$ cat src/rtl/pet_button_ctrl_if.sv
// Board push-button pins (raw, active-low) and the cleaned pet command signals.
`timescale 1ns/1ps
interface pet_button_ctrl_if;
    logic btn_comer_n;
    logic btn_jugar_n;
    logic btn_descansar_n;
    logic btn_test_n;
    logic btn_accel_n;
    logic comer;
    logic jugar;
    logic descansar;
    logic test;
    logic acelerar;

    // master drives the pins and consumes commands; slave is the controller
    modport master (
        output btn_comer_n, btn_jugar_n, btn_descansar_n, btn_test_n, btn_accel_n,
        input  comer, jugar, descansar, test, acelerar
    );
    modport slave (
        input  btn_comer_n, btn_jugar_n, btn_descansar_n, btn_test_n, btn_accel_n,
        output comer, jugar, descansar, test, acelerar
    );
endinterface

$ cat src/rtl/pet_button_ctrl.sv
// Sync + debounce five pet buttons into arbitrated action pulses and test/acelerar levels;
// press-to-pulse latency DEB_CYCLES+3, no backpressure. PET_AUTOREPEAT_EN adds action auto-repeat.
`timescale 1ns/1ps
module pet_button_ctrl #(
    parameter int unsigned DEB_CYCLES    = 1000000,
    parameter int unsigned HOLD_CYCLES   = 250000000,
    parameter int unsigned REPEAT_CYCLES = 25000000
) (
    input  logic             clk,
    input  logic             rst,
    pet_button_ctrl_if.slave btn
);

    localparam int NB       = 5;
    localparam int CH_TEST  = 3;
    localparam int CH_ACCEL = 4;
    localparam int DW       = $clog2(DEB_CYCLES + 1);
    localparam int HW       = $clog2(HOLD_CYCLES + 1);

    if (DEB_CYCLES < 1 || HOLD_CYCLES < 1 || REPEAT_CYCLES < 1) begin : g_bad_params
        $error("pet_button_ctrl: DEB_CYCLES, HOLD_CYCLES and REPEAT_CYCLES must be >= 1");
    end

    typedef enum logic [1:0] {
        IDLE    = 2'd0,
        HOLDING = 2'd1,
        FIRED   = 2'd2
    } hold_state_e;

    logic [NB-1:0] raw_n;
    logic [NB-1:0] sync1_q, sync2_q;
    logic [NB-1:0] deb_q, deb_d;
    logic [NB-1:0] deb_prev_q;
    logic [DW-1:0] deb_cnt_q [NB];
    logic [DW-1:0] deb_cnt_d [NB];
    logic [NB-1:0] press;

    logic [2:0]    pend_q, pend_d;
    logic [2:0]    set_req;
    logic [2:0]    grant;
    logic [2:0]    act_q;

    hold_state_e   hold_state_q, hold_state_d;
    logic [HW-1:0] hold_cnt_q, hold_cnt_d;
    logic          test_q, test_d;
    logic          acel_q, acel_d;

    assign raw_n = {btn.btn_accel_n, btn.btn_test_n, btn.btn_descansar_n,
                    btn.btn_jugar_n, btn.btn_comer_n};

    // Debounced value only follows the synced one after DEB_CYCLES unbroken disagreeing cycles.
    always_comb begin
        deb_d = deb_q;
        for (int i = 0; i < NB; i++) begin
            deb_cnt_d[i] = '0;
            if (sync2_q[i] != deb_q[i]) begin
                if (deb_cnt_q[i] == DW'(DEB_CYCLES - 1)) begin
                    deb_d[i] = sync2_q[i];
                end else begin
                    deb_cnt_d[i] = deb_cnt_q[i] + DW'(1);
                end
            end
        end
    end

    always_ff @(posedge clk or posedge rst) begin
        if (rst) begin
            sync1_q    <= '1;
            sync2_q    <= '1;
            deb_q      <= '1;
            deb_prev_q <= '1;
            for (int i = 0; i < NB; i++) begin
                deb_cnt_q[i] <= '0;
            end
        end else begin
            sync1_q    <= raw_n;
            sync2_q    <= sync1_q;
            deb_q      <= deb_d;
            deb_prev_q <= deb_q;
            for (int i = 0; i < NB; i++) begin
                deb_cnt_q[i] <= deb_cnt_d[i];
            end
        end
    end

    assign press = deb_prev_q & ~deb_q;

`ifdef PET_AUTOREPEAT_EN
    localparam int RW = (REPEAT_CYCLES > 1) ? $clog2(REPEAT_CYCLES) : 1;

    logic [RW-1:0] rep_cnt_q [3];
    logic [RW-1:0] rep_cnt_d [3];

    // Phase counter is zero on the press-edge cycle and every REPEAT_CYCLES after while held.
    always_comb begin
        for (int i = 0; i < 3; i++) begin
            set_req[i]   = press[i] | (~deb_q[i] & (rep_cnt_q[i] == '0));
            rep_cnt_d[i] = '0;
            if (!deb_q[i] && rep_cnt_q[i] != RW'(REPEAT_CYCLES - 1)) begin
                rep_cnt_d[i] = rep_cnt_q[i] + RW'(1);
            end
        end
    end

    always_ff @(posedge clk or posedge rst) begin
        if (rst) begin
            for (int i = 0; i < 3; i++) begin
                rep_cnt_q[i] <= '0;
            end
        end else begin
            for (int i = 0; i < 3; i++) begin
                rep_cnt_q[i] <= rep_cnt_d[i];
            end
        end
    end
`else
    assign set_req = press[2:0];
`endif

    // Fixed priority comer > jugar > descansar; losers stay pending for later cycles.
    always_comb begin
        grant = '0;
        if (pend_q[0]) begin
            grant = 3'b001;
        end else if (pend_q[1]) begin
            grant = 3'b010;
        end else if (pend_q[2]) begin
            grant = 3'b100;
        end
        pend_d = (pend_q & ~grant) | set_req;
    end

    always_comb begin
        hold_state_d = hold_state_q;
        hold_cnt_d   = hold_cnt_q;
        test_d       = test_q;
        acel_d       = acel_q ^ press[CH_ACCEL];
        case (hold_state_q)
            IDLE: begin
                if (press[CH_TEST]) begin
                    hold_state_d = HOLDING;
                    hold_cnt_d   = '0;
                end
            end
            HOLDING: begin
                if (deb_q[CH_TEST]) begin
                    hold_state_d = IDLE;
                end else if (hold_cnt_q == HW'(HOLD_CYCLES - 1)) begin
                    test_d       = ~test_q;
                    hold_state_d = FIRED;
                end else begin
                    hold_cnt_d = hold_cnt_q + HW'(1);
                end
            end
            FIRED: begin
                if (deb_q[CH_TEST]) begin
                    hold_state_d = IDLE;
                end
            end
            default: begin
                hold_state_d = IDLE;
            end
        endcase
    end

    always_ff @(posedge clk or posedge rst) begin
        if (rst) begin
            pend_q       <= '0;
            act_q        <= '0;
            hold_state_q <= IDLE;
            hold_cnt_q   <= '0;
            test_q       <= 1'b0;
            acel_q       <= 1'b0;
        end else begin
            pend_q       <= pend_d;
            act_q        <= grant;
            hold_state_q <= hold_state_d;
            hold_cnt_q   <= hold_cnt_d;
            test_q       <= test_d;
            acel_q       <= acel_d;
        end
    end

    assign btn.comer     = act_q[0];
    assign btn.jugar     = act_q[1];
    assign btn.descansar = act_q[2];
    assign btn.test      = test_q;
    assign btn.acelerar  = acel_q;

endmodule

$ cat src/flat_wrapper.sv
// flat-port wrapper written by rule: the top's interface ports become plain ports
module pet_button_ctrl_flat 
#(
    parameter int unsigned DEB_CYCLES    = 1000000,
    parameter int unsigned HOLD_CYCLES   = 250000000,
    parameter int unsigned REPEAT_CYCLES = 25000000
)
  (clk, rst, btn_btn_comer_n, btn_btn_jugar_n, btn_btn_descansar_n, btn_btn_test_n, btn_btn_accel_n, btn_comer, btn_jugar, btn_descansar, btn_test, btn_acelerar);
  pet_button_ctrl_if btn_i ();
  input  logic clk;
  input  logic rst;
  input wire logic [$bits(btn_i.btn_comer_n)-1:0] btn_btn_comer_n;
  input wire logic [$bits(btn_i.btn_jugar_n)-1:0] btn_btn_jugar_n;
  input wire logic [$bits(btn_i.btn_descansar_n)-1:0] btn_btn_descansar_n;
  input wire logic [$bits(btn_i.btn_test_n)-1:0] btn_btn_test_n;
  input wire logic [$bits(btn_i.btn_accel_n)-1:0] btn_btn_accel_n;
  output wire logic [$bits(btn_i.comer)-1:0] btn_comer;
  output wire logic [$bits(btn_i.jugar)-1:0] btn_jugar;
  output wire logic [$bits(btn_i.descansar)-1:0] btn_descansar;
  output wire logic [$bits(btn_i.test)-1:0] btn_test;
  output wire logic [$bits(btn_i.acelerar)-1:0] btn_acelerar;
  assign btn_i.btn_comer_n = btn_btn_comer_n;
  assign btn_i.btn_jugar_n = btn_btn_jugar_n;
  assign btn_i.btn_descansar_n = btn_btn_descansar_n;
  assign btn_i.btn_test_n = btn_btn_test_n;
  assign btn_i.btn_accel_n = btn_btn_accel_n;
  assign btn_comer = btn_i.comer;
  assign btn_jugar = btn_i.jugar;
  assign btn_descansar = btn_i.descansar;
  assign btn_test = btn_i.test;
  assign btn_acelerar = btn_i.acelerar;
  pet_button_ctrl #(.DEB_CYCLES(DEB_CYCLES), .HOLD_CYCLES(HOLD_CYCLES), .REPEAT_CYCLES(REPEAT_CYCLES)) u_core (.clk(clk), .rst(rst), .btn(btn_i));
endmodule
$ cat config.mk
export PLATFORM = sky130hd
export DESIGN_NAME = pet_button_ctrl_flat
export DESIGN_NICKNAME = d
export VERILOG_FILES = /design/src/rtl/pet_button_ctrl_if.sv /design/src/rtl/pet_button_ctrl.sv /design/src/flat_wrapper.sv
export SDC_FILE = /design/constraint.sdc
export NUM_CORES = 1
export LEC_CHECK = 0
export CAP_MARGIN = 20
export CORE_AREA = 3 3 114 116
export CTS_CLUSTER_SIZE = 24
export DETAILED_ROUTE_END_ITERATION = 8
export DIE_AREA = 0 0 117 119
export GPL_TIMING_DRIVEN = 1
export PLACE_DENSITY = 0.73
export SYNTH_ARGS = -nofsm -noshare
export SYNTH_HDL_FRONTEND = slang
export SYNTH_SLANG_ARGS = --single-unit
$ cat constraint.sdc
create_clock -name clk -period 11.1 [get_ports clk]
set_input_delay 1.11 -clock clk [delete_from_list [all_inputs] [get_ports clk]]
set_output_delay 1.11 -clock clk [all_outputs]
set_load 0.02 [all_outputs]
# Word level (Yosys, flattened, before mapping)
# Index checks and enable logic that the tools add are counted.
word_totals:
  out_inout_bits: 5
  input_bits: 7
  word_cells: 83
  register_bits: 158
op_classes:
  n_reduce_logical: 10
  n_bitwise: 8
  n_eq_ne: 18
  n_addsub: 6
  mux: 22
op_table:
  columns: ["cell", "count"]
  rows:
  - ["two-way mux 20 bit", 10]
  - ["adder 20 x 1 -> 20 bit, second input constant", 5]
  - ["== test 20 bit, second input constant", 5]
  - ["two-way mux 28 bit", 3]
  - ["one-hot mux 28 bit (2 select lines)", 1]
  - ["adder 28 x 1 -> 28 bit, second input constant", 1]
  - ["== test 28 bit, second input constant", 1]
  - ["AND reduction 2 bit", 5]
  - ["two-way mux 3 bit", 3]
  - ["two-way mux 2 bit", 4]
  - ["one-hot mux 2 bit (3 select lines)", 1]
  - ["AND reduction 3 bit", 2]
  - ["AND 5 bit", 1]
  - ["inequality test 1 bit", 5]
  - ["inverter 5 bit", 1]
  - ["inequality test 2 x 1 -> 1 bit, second input constant", 2]
  - ["inequality test 2 bit, second input constant", 2]
  - ["AND reduction 4 bit", 1]
  - ["AND 3 bit", 1]
  - ["inequality test 3 x 1 -> 1 bit, second input constant", 1]
  - ["inverter 3 bit", 1]
  - ["bitwise OR 3 bit", 1]
  - ["== test 2 x 1 -> 1 bit, second input constant", 1]
  - ["== test 2 bit, second input constant", 1]
  - ["4 further kinds", 5]

# Logic depth before layout (Yosys ltp)
# Gate-level depths: netlist of run 1.
logic_depth:
  ltp_word: 6
  mapped_depth: 8
  mapped_depth_nobuf: 6

# Worst setup path after synthesis of run 1
# Ideal clock, no wire load.
synth_path:
  kind: "reg-to-reg"
  startpoint: "register u_core.deb_cnt_q[80] in the netlist's numbering"
  endpoint: "register u_core.deb_cnt_q[91] in the netlist's numbering"
  n_path_buf: 2
  t_arrival_ns: 1.771
  setup_ns: 0.072
  period_less_slack_ns: 1.844
  t_required_ns: 11.028
  stages_incl_launch_ff: 9
  setup_slack_ns: 9.256
  cell_sequence: "dfrtp_1 -> ha_1 -> and4_1 -> and2_1 -> and4_1 -> or2_1 -> buf_2 -> buf_1 -> nor2_1"
synth_lines:
  columns: ["element", "line", "text"]
  rows:
  - ["from (decl)", "pet_button_ctrl.sv:34", "logic [DW-1:0] deb_cnt_q [NB];"]
  - ["from (signal, indexed assignment)", "pet_button_ctrl.sv:81", "deb_cnt_q[i] <= deb_cnt_d[i];"]

==> metrics.md, run 1 <==
| Metric | Value |
|---|---|
| Status | `finished clean` |
| Family with the most delay on the worst path | `buffers and inverters` |
| Post-Synthesis Cells | `696` |
| Initial Utilization | `0.602` |
| # hold bufs at CTS | `0` |
| Hold Vio Cnt, Final | `0` |
| Fillers | `906` |
| CP cell instances | `clkdlybuf4s50_1 > inv_6 > buf_4` |
| Critical path peak fanout | `82` |
| PD cells | `152 mW/mm^2` |
| H-tree depth | `4` |
| CTS sink count | `158` |
| N_diodes | `0` |
| RSZ-0062 raised after global routing | `no` |
| Yosys top cell area share | `0.478` |
| CTS Buffer Depth | `2` |
| Clock slew at reported path FFs | `60 ps` |
| Final setup vio count | `0` |
| Die X-Extent | `117 microns` |
| Vias in the first global route | `4,875` |
| Crit-path slowest cell | `buf_4` |
| # rows | `40` |
| First-pass GRT wire length | `22,400 microns` |
| Setup crit end kind | `async pin` |
| Leakage | `3.62 nW` |
| Kind of critical path | `in2async` |
| Drt pass-1 iters | `6` |
| Pin slew with the least headroom to its limit | `973 ps` |
| Type of the tightest min-delay check | `reg2reg` |
| Max VDD drop | `106 uV` |
| Grt total ovfl | `0` |
| Post-layout util | `0.676` |
| Syn avg cell area | `10.4 sq um` |
| Largest area contributor in the netlist | `dfrtp_1` |
| Slowest stage delay, CP | `870 ps` |
| Die Area | `0.0139 sq mm` |
| Clock Skew | `5.91 ps` |
| Critical Path AT | `3060 ps` |
| Synth warnings | `0` |
| Area growth syn-to-layout | `12.3%` |
| Number of port buffers | `11` |
| Critical Path RT | `11,500 ps` |
| DRC viols | `0` |
| Initial antenna violation count | `0` |
| Sum Neg Setup Slack | `0 ps` |
| Post-DR vias/cell | `5.55` |
| Worst skew pair latency | `420 ps` |
| Net Count, Synth | `709` |
| CP Buf/Inv Count | `3` |
| Core area | `0.0120 sq mm` |
| Yosys reg bits | `158` |
| Post-synth top flop | `dfrtp_1` |
| IO Count | `12` |
| CP Launch Type | `primary input` |
| Layout cells sized above 1 | `0.0990` |
| Max cap viols | `0` |
| Wirelength per Cell | `14.4 microns` |
| Post_cts resized | `0` |
| # Post-CTS Setup Buffers | `0` |
| Final Cycle Share | `0.239` |
| Placer Congestion | `0.831` |
| Total Wirelength | `12,600 microns` |
| Antenna Violating Nets Remaining | `0` |
| Iter 0 DRT Violations | `304` |
| Total Nets Final | `727` |
| FMAX | `0.376 GHz` |
| Root Buffer | `clkbuf_16` |
| Fin crit period | `2660 ps` |
| EDFF count, synth | `0` |
| Seq/Total Area, Yosys | `0.550` |
| Async set-or-reset flop fraction in the synthesized netlist | `1.00` |
| Yosys cell types | `44` |
| Die Y | `119 microns` |
| Total GRT Usage | `0.200` |
| Hpwl dp | `8300 microns` |
| Slew margin rel. | `0.352` |
| Cells after DPL | `842` |
| Fin cells | `874` |
| Largest net degree at the start of global routing | `83` |
| Synthesized cell area | `0.00723 sq mm` |
| Largest cells by area after synthesis | `dfrtp_1 (48%), xor2_1 (8.7%), dfstp_2 (7.3%), nor2_1 (6.6%), nand3_1 (4.5%)` |
| Cts bufs inserted | `17` |
| Vias | `4,853` |
| Slew Limit Fails | `0` |
| CTS tree | `built` |
-- registers in the layout, summed over array words and instances, names as in the netlist, 2 cells and up --
signal / cells
u_core.deb_cnt_q: 100
u_core.deb_prev_q: 5
u_core.sync1_q: 5
u_core.hold_state_q: 2
u_core.hold_cnt_q: 28
u_core.act_q: 3
u_core.pend_q: 3
u_core.sync2_q: 5
u_core.deb_q: 5
-- logic make-up (layout without fill, tap and decap cells) --
family,count (synthesis),after routing,share of synthesized area
AND/OR/NAND/NOR,369,369,0.261
multiplexers,14,14,0.0202
adder cells (fa/ha/maj),6,6,0.0104
AO/OA/AOI/OAI,14,14,0.0106
XOR/XNOR,108,108,0.131
flip-flops,158,158,0.550
buffers and inverters,27,58,0.0171
-- area by class of cell --
class | instances | area (sq um) | area share
clock inverter | 12 | 184 | 0.0227
timing repair buffer | 13 | 125 | 0.0154
multi-input combinational | 511 | 3130 | 0.386
sequential | 158 | 3980 | 0.490
tap | 147 | 184 | 0.0227
clock buffer | 20 | 457 | 0.0563
inverter | 13 | 53.8 | 0.00663
-- routing by layer --
layer,part of all wire,global-route usage,up-vias
met4,0.0088,0.0602,0
met2,0.48,0.294,67
met5,0,0,-
met1,0.49,0.290,2374
met3,0.028,0.0559,10
li1,-,-,2402
-- placed cells by master (no fill, tap or decap), drive strengths merged, types with 6 or more instances in the layout --
cell type	n
clkdlybuf4s50	11
xnor2	36
o21ai	10
nor3	10
and2	8
or2	6
and3	22
inv	15
nor2	127
dfstp	20
mux2i	9
xor2	72
and4	11
dfrtp	138
nand4	26
clkbuf	20
nor4	15
ha	6
nand2	53
nand3	65
-- report_power, final --
group | internal, mW | total (mW) | switching [mW]
clock network | 0.390 | 0.620 | 0.229
logic | 0.00742 | 0.0279 | 0.0204
registers | 0.584 | 0.590 | 0.00589
total | 0.982 | 1.24 | 0.255
-- cell usage after synthesis, drive strengths merged, types with 2 or more instances --
| cell type | count |
|---|---|
| nor2b | 2 |
| nand3b | 3 |
| o21ai | 10 |
| nand3 | 65 |
| dfrtp | 138 |
| nor4bb | 2 |
| nor2 | 127 |
| clkbuf | 5 |
| nor4 | 15 |
| nand4 | 26 |
| nand4b | 3 |
| xnor2 | 36 |
| mux2 | 5 |
| dfstp | 20 |
| and4 | 11 |
| xor2 | 72 |
| nor3b | 2 |
| nand2b | 5 |
| mux2i | 9 |
| inv | 13 |
| ha | 6 |
| or4b | 2 |
| buf | 9 |
| nor4b | 3 |
| and2 | 8 |
| or2 | 6 |
| and3 | 22 |
| or3b | 2 |
| nor3 | 10 |
| a21oi | 3 |
| nand2 | 53 |
-- per-stage QoR --
step,area (sq um),power [mW],hold WS [ps],setup WS [ps]
3_5_place_dp,7480,0.629,347,7900
3_3_place_gp,7480,0.627,347,7940
4_1_cts,8120,1.25,361,8360
2_1_floorplan,7230,0.620,345,5760
6_report,8120,1.24,358,8440
5_1_grt,8120,1.28,365,8170
-- path summary, 6_finish.rpt --
kind                                                   startpoint                          endpoint  slack (ps)  cells past startpoint
worst max-delay path                                          rst    u_core.deb_cnt_q[49]$_DFF_PP0_        8440                      3
worst min-delay path                  u_core.sync1_q[3]$_DFF_PP1_       u_core.sync2_q[3]$_DFF_PP1_         360                      0
worst max register to register  u_core.hold_cnt_q[11]$_DFFE_PP0P_  u_core.hold_cnt_q[6]$_DFFE_PP0P_        8910                      5
worst min register to register        u_core.sync1_q[3]$_DFF_PP1_       u_core.sync2_q[3]$_DFF_PP1_         360                      0
max in group clk                    u_core.btn.acelerar$_DFF_PP0_                      btn_acelerar        8590                      1
min in group asynchronous                                     rst    u_core.deb_cnt_q[80]$_DFF_PP0_        1190                      2
No activity file was read; power rests on OpenSTA's default activity.
==> run 2, diff against run 1 <==
- clock period: 11.1 -> 2.6 ns (I/O delays scaled with it)
==> metrics.md, run 2 (synthesized netlist as in run 1, its figures left out) <==
| Metric | Value |
|---|---|
| Status | `finished clean` |
| Final Cycle Share | `0.852` |
| Clock Skew | `6.55 ps (+0.641 ps)` |
| Met3 routed WL | `377 microns (+6.2%)` |
| Critical Path RT | `2870 ps (-8630 ps)` |
| Vias in the first global route | `4,873 (-0.041%)` |
| Worst setup margin | `386 ps (-8060 ps)` |
| Min-delay src | `btn_btn_comer_n` |
| Most common cell after layout, fill and taps aside | `dfrtp_1` |
| Grt total ovfl | `0 (unchanged)` |
| Initial Utilization | `0.602 (unchanged)` |
| Number of port buffers | `11 (unchanged)` |
| WL met1 | `5830 microns (-4.4%)` |
| Critical path peak fanout | `19 (-77%)` |
| Slew Limit Fails | `0 (unchanged)` |
| Slowest stage delay, CP | `560 ps (-310 ps)` |
| Kind of critical path | `reg2reg` |
| CP cell instances | `or4b_1 > nor3b_1 > nand4_1 > nand2_1 > nor2_1` |
| Fin crit period | `2210 ps` |
| Highest-count cells in the layout ignoring fill and taps | `dfrtp_1 (138), nor2_1 (127), xor2_1 (72)` |
| Placer Congestion | `0.827 (-0.52%)` |
| Switch share | `0.199 (-0.00695)` |
| Sequential Area | `0.00398 sq mm (unchanged)` |
| Vias | `4,907 (+1.1%)` |
| Cts bufs inserted | `17 (unchanged)` |
| Net Sw Power | `1.02 mW (+300%)` |
| Setup crit end kind | `register` |
| Initial antenna violation count | `0 (unchanged)` |
| Largest register FFs | `100 (unchanged)` |
| IO Count | `12 (unchanged)` |
| Reg2Reg Launch Point | `u_core.deb_cnt_q[26]$_DFF_PP0_` |
| # Post-CTS Setup Buffers | `0 (unchanged)` |
| Max cap viols | `0 (unchanged)` |
| Family with the most delay on the worst path | `simple AND/OR/NAND/NOR gates` |
| Slew margin rel. | `0.458 (+0.106)` |
| Logic pwr share | `0.025 (+0.002)` |
| First-pass GRT wire length | `21,700 microns (-3.1%)` |
| Multi-input gate area | `0.00313 sq mm (unchanged)` |
| Type of the tightest min-delay check | `in2reg` |
| CP Buf/Inv Count | `0 (-3)` |
| CTS Buffer Depth | `2 (unchanged)` |
| CP Launch Type | `register` |
| Die X-Extent | `117 microns (unchanged)` |
| Max VDD drop | `485 uV (+360%)` |
| DRC viols | `0 (unchanged)` |
| Root Buffer | `clkbuf_16` |
| Hold Vio Cnt, Final | `0 (unchanged)` |
| Clock slew at reported path FFs | `60 ps (about the same)` |
| Total Nets Final | `730 (+0.41%)` |
| Register name with the most flops | `u_core.deb_cnt_q` |
| Core area | `0.0120 sq mm (unchanged)` |
| Pin slew with the least headroom to its limit | `811 ps (-161 ps)` |
| Leakage | `3.63 nW (+0.30%)` |
| Antenna Violating Nets Remaining | `0 (unchanged)` |
| Total GRT Usage | `0.195 (-0.00514)` |
| Wirelength per Cell | `14.0 microns (-2.3%)` |
| PD cells | `629 mW/mm^2 (+310%)` |
| N_diodes | `0 (unchanged)` |
| Critical Path AT | `2480 ps (-580 ps)` |
| # hold bufs at CTS | `0 (unchanged)` |
| Seq pwr share | `0.492 (+0.015)` |
| Pre-CTS setup slack | `397 ps (-7510 ps)` |
| Sum Neg Setup Slack | `0 ps (unchanged)` |
| Hpwl dp | `8220 microns (-0.96%)` |
| CTS tree | `built` |
| Fillers | `909 (+0.33%)` |
| Final setup vio count | `0 (unchanged)` |
| Post-DR vias/cell | `5.60 (+0.77%)` |
| FMAX | `0.452 GHz` |
| Worst skew pair latency | `410 ps (about the same)` |
| Drt pass-1 iters | `4 (-2)` |
| H-tree depth | `4 (unchanged)` |
| Area growth syn-to-layout | `12.5%` |
| Min Hold Slack | `248 ps (-110 ps)` |
| Largest net degree at the start of global routing | `49 (-41%)` |
| Iter 0 DRT Violations | `355 (+17%)` |
| Layout cells sized above 1 | `0.0986 (-0.000407)` |
| Post_cts resized | `0 (unchanged)` |
| Internal power | `4.10 mW (+320%)` |
| Die Y | `119 microns (unchanged)` |
| Pwr Total | `5.12 mW (+310%)` |
| Clk pwr share | `0.483 (-0.018)` |
| CTS sink count | `158 (unchanged)` |
| RSZ-0062 raised after global routing | `no` |
| Top sig layer | `met4` |
| # rows | `40 (unchanged)` |
| Reg2reg setup slack | `390 ps (-8520 ps)` |
| Die Area | `0.0139 sq mm (unchanged)` |
| Met2 Wirelength | `6000 microns (+0.20%)` |
| Total Wirelength | `12,300 microns (-2.0%)` |
| Largest registers | `u_core.deb_cnt_q (100), u_core.hold_cnt_q (28)` |
| Critical Path Start | `u_core.deb_cnt_q[26]$_DFF_PP0_` |
| Crit-path slowest cell | `or4b_1` |
-- run 2: layout make-up --
type                            instances  area share
Timing Repair Buffer                   16      0.0228
Sequential cell                       158       0.489
Multi-Input combinational cell        511       0.385
Tap cell                              147      0.0226
Clock buffer                           27      0.0643
Inverter                               13     0.00646
Clock inverter                          5     0.00954
-- run 2: path summary, 6_finish.rpt --
kind,endpoint,depth (start not counted)
worst max-delay path,u_core.deb_cnt_q[38]$_DFF_PP0_,5
worst min-delay path,u_core.sync1_q[0]$_DFF_PP1_,1
worst max register to register,u_core.deb_cnt_q[38]$_DFF_PP0_,5
worst min register to register,u_core.sync2_q[0]$_DFF_PP1_,0
max in group asynchronous,u_core.deb_prev_q[4]$_DFF_PP1_,3
min in group asynchronous,u_core.deb_cnt_q[80]$_DFF_PP0_,2
-- run 2: metal layers --
layer / global-route usage / vias up
met3: 0.0589 / 14
met4: 0.0624 / 0
li1: - / 2399
met5: 0 / -
met2: 0.307 / 71
met1: 0.258 / 2423
-- run 2: per-stage QoR --
stage                     cells   util  instance area, sq um
after floorplan             696      -                  7230
after global placement      845  0.627                  7530
after detailed placement    845  0.627                  7530
after CTS                   877  0.677                  8140
after global routing        877  0.677                  8140
final                       877  0.677                  8140
-- run 2: power groups by stage --
| stage | combinational (mW) | clock, mW | sequential [mW] |
|---|---|---|---|
| final | 0.128 | 2.47 | 2.52 |
| after global routing | 0.151 | 2.66 | 2.52 |
| after floorplan | 0.0909 | 0 | 2.56 |
| after detailed placement | 0.133 | 0 | 2.56 |
| after CTS | 0.134 | 2.52 | 2.52 |
| after global placement | 0.128 | 0 | 2.56 |
